[src/rtl/pc_ctrl_pkg.sv]
// Shared types and constants for the program-counter controller.
//   state_t          : controller FSM states
//   F3_*             : funct3 encodings of the conditional branches
//   RESET_PC_DEFAULT : default PC loaded on reset
package pc_ctrl_pkg;

  typedef enum logic [1:0] {
    S_RESET = 2'd0,
    S_FETCH = 2'd1,
    S_EXEC  = 2'd2,
    S_TRAP  = 2'd3
  } state_t;

  localparam logic [2:0] F3_BEQ  = 3'b000;
  localparam logic [2:0] F3_BNE  = 3'b001;
  localparam logic [2:0] F3_BLT  = 3'b100;
  localparam logic [2:0] F3_BGE  = 3'b101;
  localparam logic [2:0] F3_BLTU = 3'b110;
  localparam logic [2:0] F3_BGEU = 3'b111;

  localparam logic [31:0] RESET_PC_DEFAULT = 32'h0000_0000;

endpackage

[src/rtl/pc_ctrl_branch_decide.sv]
// Branch condition evaluation (purely combinational).
//   funct3     : branch condition field
//   is_branch  : instruction is a conditional branch
//   br_less    : comparator less-than result
//   br_equal   : comparator equality result
//   cond_taken : branch condition holds (0 when not a branch or for 010/011)
module branch_decide
  import pc_ctrl_pkg::*;
(
  input  logic [2:0] funct3,
  input  logic       is_branch,
  input  logic       br_less,
  input  logic       br_equal,
  output logic       cond_taken
);

  logic cond;

  always_comb begin
    cond = 1'b0;
    case (funct3)
      F3_BEQ:  cond = br_equal;
      F3_BNE:  cond = ~br_equal;
      F3_BLT:  cond = br_less;
      F3_BGE:  cond = ~br_less;
      F3_BLTU: cond = br_less;
      F3_BGEU: cond = ~br_less;
      default: cond = 1'b0;
    endcase
  end

  assign cond_taken = is_branch & cond;

endmodule

[src/rtl/pc_ctrl.sv]
// Program-counter controller: fetch/execute sequencing, branch/jump
// resolution, misaligned-target trap and retired-instruction counting.
//   clk, rst            : clock, synchronous active-high reset
//   br_less, br_equal   : branch comparator results
//   is_branch/jal/jalr  : instruction class of the instruction in execute
//   funct3              : branch condition field
//   target              : ALU-computed jump/branch target
//   stall               : hold instruction in execute
//   imem_ready          : instruction memory accepts the fetch
//   imem_req            : fetch request for address pc
//   pc, pc_four         : current PC and PC + 4
//   br_unsigned         : comparator unsigned mode (funct3[1])
//   taken               : control transfer taken this cycle
//   misaligned          : sticky misaligned-target trap flag
//   instret             : retired-instruction counter
module pc_ctrl
  import pc_ctrl_pkg::*;
#(
  parameter logic [31:0] RESET_PC = RESET_PC_DEFAULT
) (
  input  logic        clk,
  input  logic        rst,
  input  logic        br_less,
  input  logic        br_equal,
  input  logic        is_branch,
  input  logic        is_jal,
  input  logic        is_jalr,
  input  logic [2:0]  funct3,
  input  logic [31:0] target,
  input  logic        stall,
  input  logic        imem_ready,
  output logic        imem_req,
  output logic [31:0] pc,
  output logic [31:0] pc_four,
  output logic        br_unsigned,
  output logic        taken,
  output logic        misaligned,
  output logic [31:0] instret
);

  state_t      state, state_n;
  logic [31:0] pc_n, instret_n;
  logic        misaligned_n;
  logic        cond_taken;
  logic        xfer;
  logic [31:0] eff_target;

  branch_decide u_branch_decide (
    .funct3     (funct3),
    .is_branch  (is_branch),
    .br_less    (br_less),
    .br_equal   (br_equal),
    .cond_taken (cond_taken)
  );

  assign pc_four     = pc + 32'd4;
  assign br_unsigned = funct3[1];
  assign xfer        = is_jal | is_jalr | cond_taken;
  assign eff_target  = is_jalr ? {target[31:1], 1'b0} : target;

  always_comb begin
    state_n      = state;
    pc_n         = pc;
    instret_n    = instret;
    misaligned_n = misaligned;
    imem_req     = 1'b0;
    taken        = 1'b0;
    case (state)
      S_RESET: state_n = S_FETCH;
      S_FETCH: begin
        imem_req = 1'b1;
        if (imem_ready) state_n = S_EXEC;
      end
      S_EXEC: begin
        taken = xfer;
        if (!stall) begin
          // Only a taken transfer can trap; a not-taken branch with a
          // misaligned target simply falls through to pc + 4.
          if (xfer && (eff_target[1:0] != 2'b00)) begin
            state_n      = S_TRAP;
            misaligned_n = 1'b1;
          end else begin
            pc_n      = xfer ? eff_target : pc_four;
            instret_n = instret + 32'd1;
            state_n   = S_FETCH;
          end
        end
      end
      S_TRAP: misaligned_n = 1'b1;
      default: state_n = S_RESET;
    endcase
  end

  always_ff @(posedge clk) begin
    if (rst) begin
      state      <= S_RESET;
      pc         <= RESET_PC;
      instret    <= '0;
      misaligned <= 1'b0;
    end else begin
      state      <= state_n;
      pc         <= pc_n;
      instret    <= instret_n;
      misaligned <= misaligned_n;
    end
  end

endmodule

[config.mk]
export PLATFORM = sky130hd
export DESIGN_NAME = pc_ctrl
export DESIGN_NICKNAME = d
export VERILOG_FILES = /design/src/rtl/pc_ctrl_pkg.sv /design/src/rtl/pc_ctrl_branch_decide.sv /design/src/rtl/pc_ctrl.sv
export SDC_FILE = /design/constraint.sdc
export NUM_CORES = 1
export LEC_CHECK = 0
export ABC_AREA = 1
export BUFFER_PORTS_ARGS = -buffer_cell sky130_fd_sc_hd__buf_4
export CORE_UTILIZATION = 49
export DETAILED_ROUTE_END_ITERATION = 8
export GPL_TIMING_DRIVEN = 0
export PLACE_DENSITY = 0.77
export REMOVE_ABC_BUFFERS = 1
export SYNTH_ARGS = -nofsm -noshare
export SYNTH_HDL_FRONTEND = slang
export SYNTH_SLANG_ARGS = --single-unit
[constraint.sdc]
create_clock -name clk -period 2.1 [get_ports clk]
set_input_delay 0.21 -clock clk [delete_from_list [all_inputs] [get_ports clk]]
set_output_delay 0.21 -clock clk [all_outputs]
set_load 0.1 [all_outputs]
# Yosys cells after proc, flatten, opt, wreduce, memory -nomap -nowiden

Index checks and enable logic that the tools add are counted.

Output and inout port bits: 100
Logic and storage cells: 47
Bits in registers: 67

Equal/unequal tests: 11
$add $sub $neg: 2
Mux-type cells: 12
Reductions and logical operators: 11
Bitwise logic cells: 7

Operators by type and width:

| operator                                                        | count |
|---|---|
| 32-bit by 1-bit adder with 32-bit output, second input constant | 1 |
| 32-bit by 3-bit adder with 32-bit output, second input constant | 1 |
| 32-bit two-way mux                                              | 1 |
| 3-bit == test, second input constant                            | 4 |
| 3-bit AND reduction                                             | 3 |
| 2-bit two-way mux                                               | 3 |
| 2-bit inequality test, second input constant                    | 3 |
| 2-bit case mux with 3 select lines                              | 1 |
| 1-bit two-way mux                                               | 5 |
| 2-bit == test, second input constant                            | 2 |
| 1-bit inverter                                                  | 4 |
| 1-bit case mux with 4 select lines                              | 1 |
| 2-bit nonzero test                                              | 2 |
| 2-bit OR reduction                                              | 2 |
| 3-bit by 1-bit == test with 1-bit output, second input constant | 1 |
| 3-bit zero test                                                 | 1 |
| 3-bit nonzero test                                              | 1 |
| 2-bit by 1-bit == test with 1-bit output, second input constant | 1 |
| 2-bit zero test                                                 | 1 |
| 1-bit OR                                                        | 2 |
| 1-bit case mux with 2 select lines                              | 1 |
| 1-bit AND                                                       | 1 |
| 1-bit logical AND                                               | 1 |

# Depth between registers and ports, before layout

Word-level depth: 9
Gate-level depth with buffers: 13

# By module

Synthesis repeated with hierarchy kept, for this count alone.

Cell total of the unflattened synthesis: 716
Area, all modules: 4,429.2 sq um

By module, submodules not included:

| module        | area an instance (sq um) | times used | sequential area each (sq um) | cells each |
|---|---|---|---|---|
| pc_ctrl       | 4,380.5                  | 1          | 1,341.3                      | 704 |
| branch_decide | 48.8                     | 1          | 0.0                          | 12 |

# Worst setup path before layout

Ideal clock, no wire load.

Path kind: flip-flop to flip-flop
Start: register pc[2]
End: register pc[9]
Data arrival time: 4,173 ps
Cell stages (with the launch flop): 9
Setup time: 70 ps
Data required time: 2,030 ps
Path buffers: 0
Slack: -2,143 ps
Period minus slack after synthesis: 4,243 ps
Cell sequence: dfxtp_1 inv_1 nor2_2 nand2_2 xnor2_1 nand2_1 nand2_1 nand2_1 a21oi_1

Cells in the longest elaborated chain, start to end: 2

RTL lines:

| element                                  | RTL line       | RTL |
|---|---|---|
| start, declared                          | pc_ctrl.sv:33  | `output logic [31:0] pc,` |
| start signal, assigned                   | pc_ctrl.sv:102 | `pc <= pc_n;` |
| 32-bit by 3-bit adder with 32-bit output | pc_ctrl.sv:56  | `assign pc_four = pc + 32'd4;` |
| via pc_four[9]                           | pc_ctrl.sv:34  | `output logic [31:0] pc_four,` |
| 32-bit two-way mux                       | pc_ctrl.sv:83  | `pc_n = xfer ? eff_target : pc_four;` |

The timed path passes the listed nets, and every way through them passes these cells.
A chain may end at the register's enable or synchronous reset.

# Final worst setup path

Start: register pc[2]
End: output pc_four[20]

Cells in the longest elaborated chain, start to end: 1

RTL lines:

| element                                  | RTL line |
|---|---|
| 32-bit by 3-bit adder with 32-bit output | pc_ctrl.sv:56 |
| end, declared                            | pc_ctrl.sv:34 |

No other way between the ends.

==> results.yml <==
setup_path:
  startpoint: "pc[2]"
  worstPathMaxFanout: 4
  rr_endpoint: "instret[28]"
  crit_chain: "ha_4 -> buf_4 -> inv_1 -> nor3_2 -> xor2_1 -> buf_6"
  cp_slowest_cell: "dfxtp_4"
  worst-path-buf-inv: 3
  rrSetupSlack_ns: 0.25
  path_class: "flip-flop to output pin"
  reg2reg_from: "instret[0]"
  cp.required_ns: 1.89
  cp_top_family: "buffers and inverters"
  start_kind: "flip-flop"
  rr_worst_depth: 9
  max_stage_delay_ns: 0.38
  worst_setup_path_end_kind: "output pin"
  cp.arrival_ns: 1.87
placed_design:
  place_congestion: 0.9541
  place_area_um2: 5838
  dpl.hpwl_um: 9697
  io_buffers: 143
clock_tree:
  numCtsBuffers: 9
  clk_pin_slew_ns: 0.08
  hold_buffers: 0
  ctsRootBufferMaster: "clkbuf_8"
  cts_tree: "built"
  htree_levels: 3
  clockBufferDepth: 2
  worstSkewPairLatency_ns: 0.36
  cts.sinks: 67
status:
  status: "complete, no violations"
power_and_ir_drop:
  p_int_mw: 2.225
  clkPwrFrac_pct: 29.1
  p_switching_mw: 1.619
  total_leakage_power_nw: 2.752
  swShare_pct: 42.12
  combPwrFrac_pct: 34.5
  vdd_ir_drop_max_v: 0.0003565
  power_density_nw_per_um2: 598.1
  p_seq_share_pct: 36.4
grt:
  grt_max_degree: 64
  overflow: 0
  grt_usage_pct: 28.50
  antenna_found_initial: 0
  grt_pass1_wl_um: 22780
  grt_pass1_vias: 4983
cells_and_area:
  final_core_util_pct: 68.92
  finish.net_count: 992
  syn2layout_area_growth_pct: 34.54
  design_area_um2: 6429
  diodes: 0
  drive_gt1_share_pct: 25.87
synth:
  async_reset_ff_share_pct: 0
  synth_ff_type: "dfxtp_1"
  ys_warn_count: 0
  yosysSeqAreaShare_pct: 28.07
  synth_top_cell_by_area: "dfxtp_1"
  synthesis.area_um2: 4778
  synth-edff-count: 0
  synthDistinctLibCells: 28
  synth-seq-cells: 67
  synth.avg_cell_area_um2: 5.936
  synth_top_area_share_pct: 28.07
  netlist_instances: 805
  synthTopCellsByArea: "dfxtp_1 (28%), nand2_1 (26%), nor2_1 (8.2%)"
sta:
  fmax_mhz: 480.9
  finalSetupViolations: 0
  rsz0062_at_grt: "yes"
  finalHoldViolations: 0
  max_slew.worst_pin.slew_ns: 0.8096
  drv_slew: 0
  finalSetupTns_ns: 0
  period_needed_ns: 2.079
  final.setup_skew_ns: 0.01480
  hold_ws_ns: 0.1623
  fin_crit_sh_pct: 99.01
  relSlewSlack_pct: 45.97
drt:
  wl_per_cell_um: 13.29
  drtIter0Drc: 199
  drc: 0
  viasPerCell: 4.977
  drt_first_pass_iters: 7
  wl_um: 14300
  ant_nets: 0
  vias: 5355
floorplanning:
  dieArea_um2: 10150
  start_util_pct: 51.23
  ios: 144
  die-height_um: 100.8
  rows: 35
  die_w_um: 100.8
  core_area_um2: 9328
hold_path:
  min_to: "pc[18]"
  hold_path_depth: 5
  hold_class: "input pin to flip-flop"
  min_from: "target[18]"
flow_run:
  max_cap_violations: 0
## worst max-delay path by stage
stage	cells after the start	endpoint
floorplan	8	pc[9]
CTS	7	pc_four[23]
global placement	8	pc[19]
global route	6	pc_four[17]
detailed placement	8	pc[19]
finish	6	pc_four[20]
## timing repair
item / 4_1_cts / 5_1_grt
setup endpoints to repair: 82 / 63
buffers inserted: 4 / 4
hold endpoints to repair: 0 / 0
cloned: 1 / 1
resized for setup: 53 / 42
pin swaps: 7 / 8
## kinds of logic after synthesis
group / synth area share, %
buf+inv: 10.40
simple gates: 45.64
fa+ha+maj: 1.571
xor+xnor: 8.353
flops: 28.07
compound gates: 5.970
## cells in the mapped netlist, types with 5 or more instances
library cell / count
buf_4: 10
nand3_1: 30
dfxtp_1: 67
inv_2: 7
xnor2_1: 8
o21ai_0: 9
clkbuf_1: 6
nor2_1: 105
a21oi_1: 48
nand3b_1: 9
buf_2: 5
nor2_2: 13
nand4_1: 16
nand2_1: 329
xor2_1: 32
ha_1: 6
inv_1: 77
## stage by stage
step / total power [mW] / worst slack [ns] / instances
floorplan: 2.357 / -2.155 / 778
global placement: 2.660 / -0.8509 / 1050
detailed placement: 2.668 / -0.8304 / 1050
CTS: 3.816 / 0.002873 / 1071
global route: 4.004 / -0.04405 / 1076
finish: 3.845 / 0.02071 / 1076
## flip-flops by register name, summed over array words and instances (netlist names)
name	flops
state	2
pc	32
instret	32
misaligned	1
## routing by layer
metal / share of wire, % / track usage, % / wire [um] / vias up
li1: - / - / - / 2739
met1: 41 / 32.53 / 5844 / 2379
met2: 50 / 52.79 / 7151 / 204
met3: 6.5 / 3.745 / 925 / 33
met4: 2.7 / 12.60 / 380 / 0
met5: 0 / 0 / 0 / -
## layout by cell type (no fill, tap or decap), types with 9 or more instances in the layout
master and n:
nor2_4 11, nor2_2 16, nand3_1 29, xor2_1 28, a21oi_1 47, nand2_1 326
nor2_1 96, dfxtp_4 13, nand4_1 16, clkbuf_8 10, inv_1 77, dfxtp_2 9
buf_4 135, dfxtp_1 45, buf_6 11, nand3b_1 9
## worst reg2reg max path, cell delays in order (launching register included)
cell and delay, ns:
dfxtp_1 0.44, ha_1 0.26, nand2_1 0.09, nor2_1 0.25
inv_1 0.07, nor2_1 0.22, nand2_1 0.11, xor2_1 0.15
nand2_1 0.06, a21oi_1 0.06
## power by group through the flow
stage	Sequential [mW]	Combinational (mW)	Clock [mW]
after global placement	1.43	1.23	0
after global routing	1.41	1.41	1.18
after detailed placement	1.43	1.24	0
after floorplan	1.69	0.671	0
after CTS	1.40	1.29	1.13
final	1.40	1.33	1.12
## cell type report
| cell class | count | area, um^2 |
|---|---|---|
| well taps | 129 | 161.4 |
| clock inverters | 4 | 50.05 |
| inverters | 85 | 331.6 |
| flip-flops and latches | 67 | 1401 |
| repair buffers | 151 | 1222 |
| fillers | 887 | 2899 |
| clock buffers | 12 | 145.1 |
| multi-input cells | 628 | 3117 |
Power figures use the tool's default switching activity.
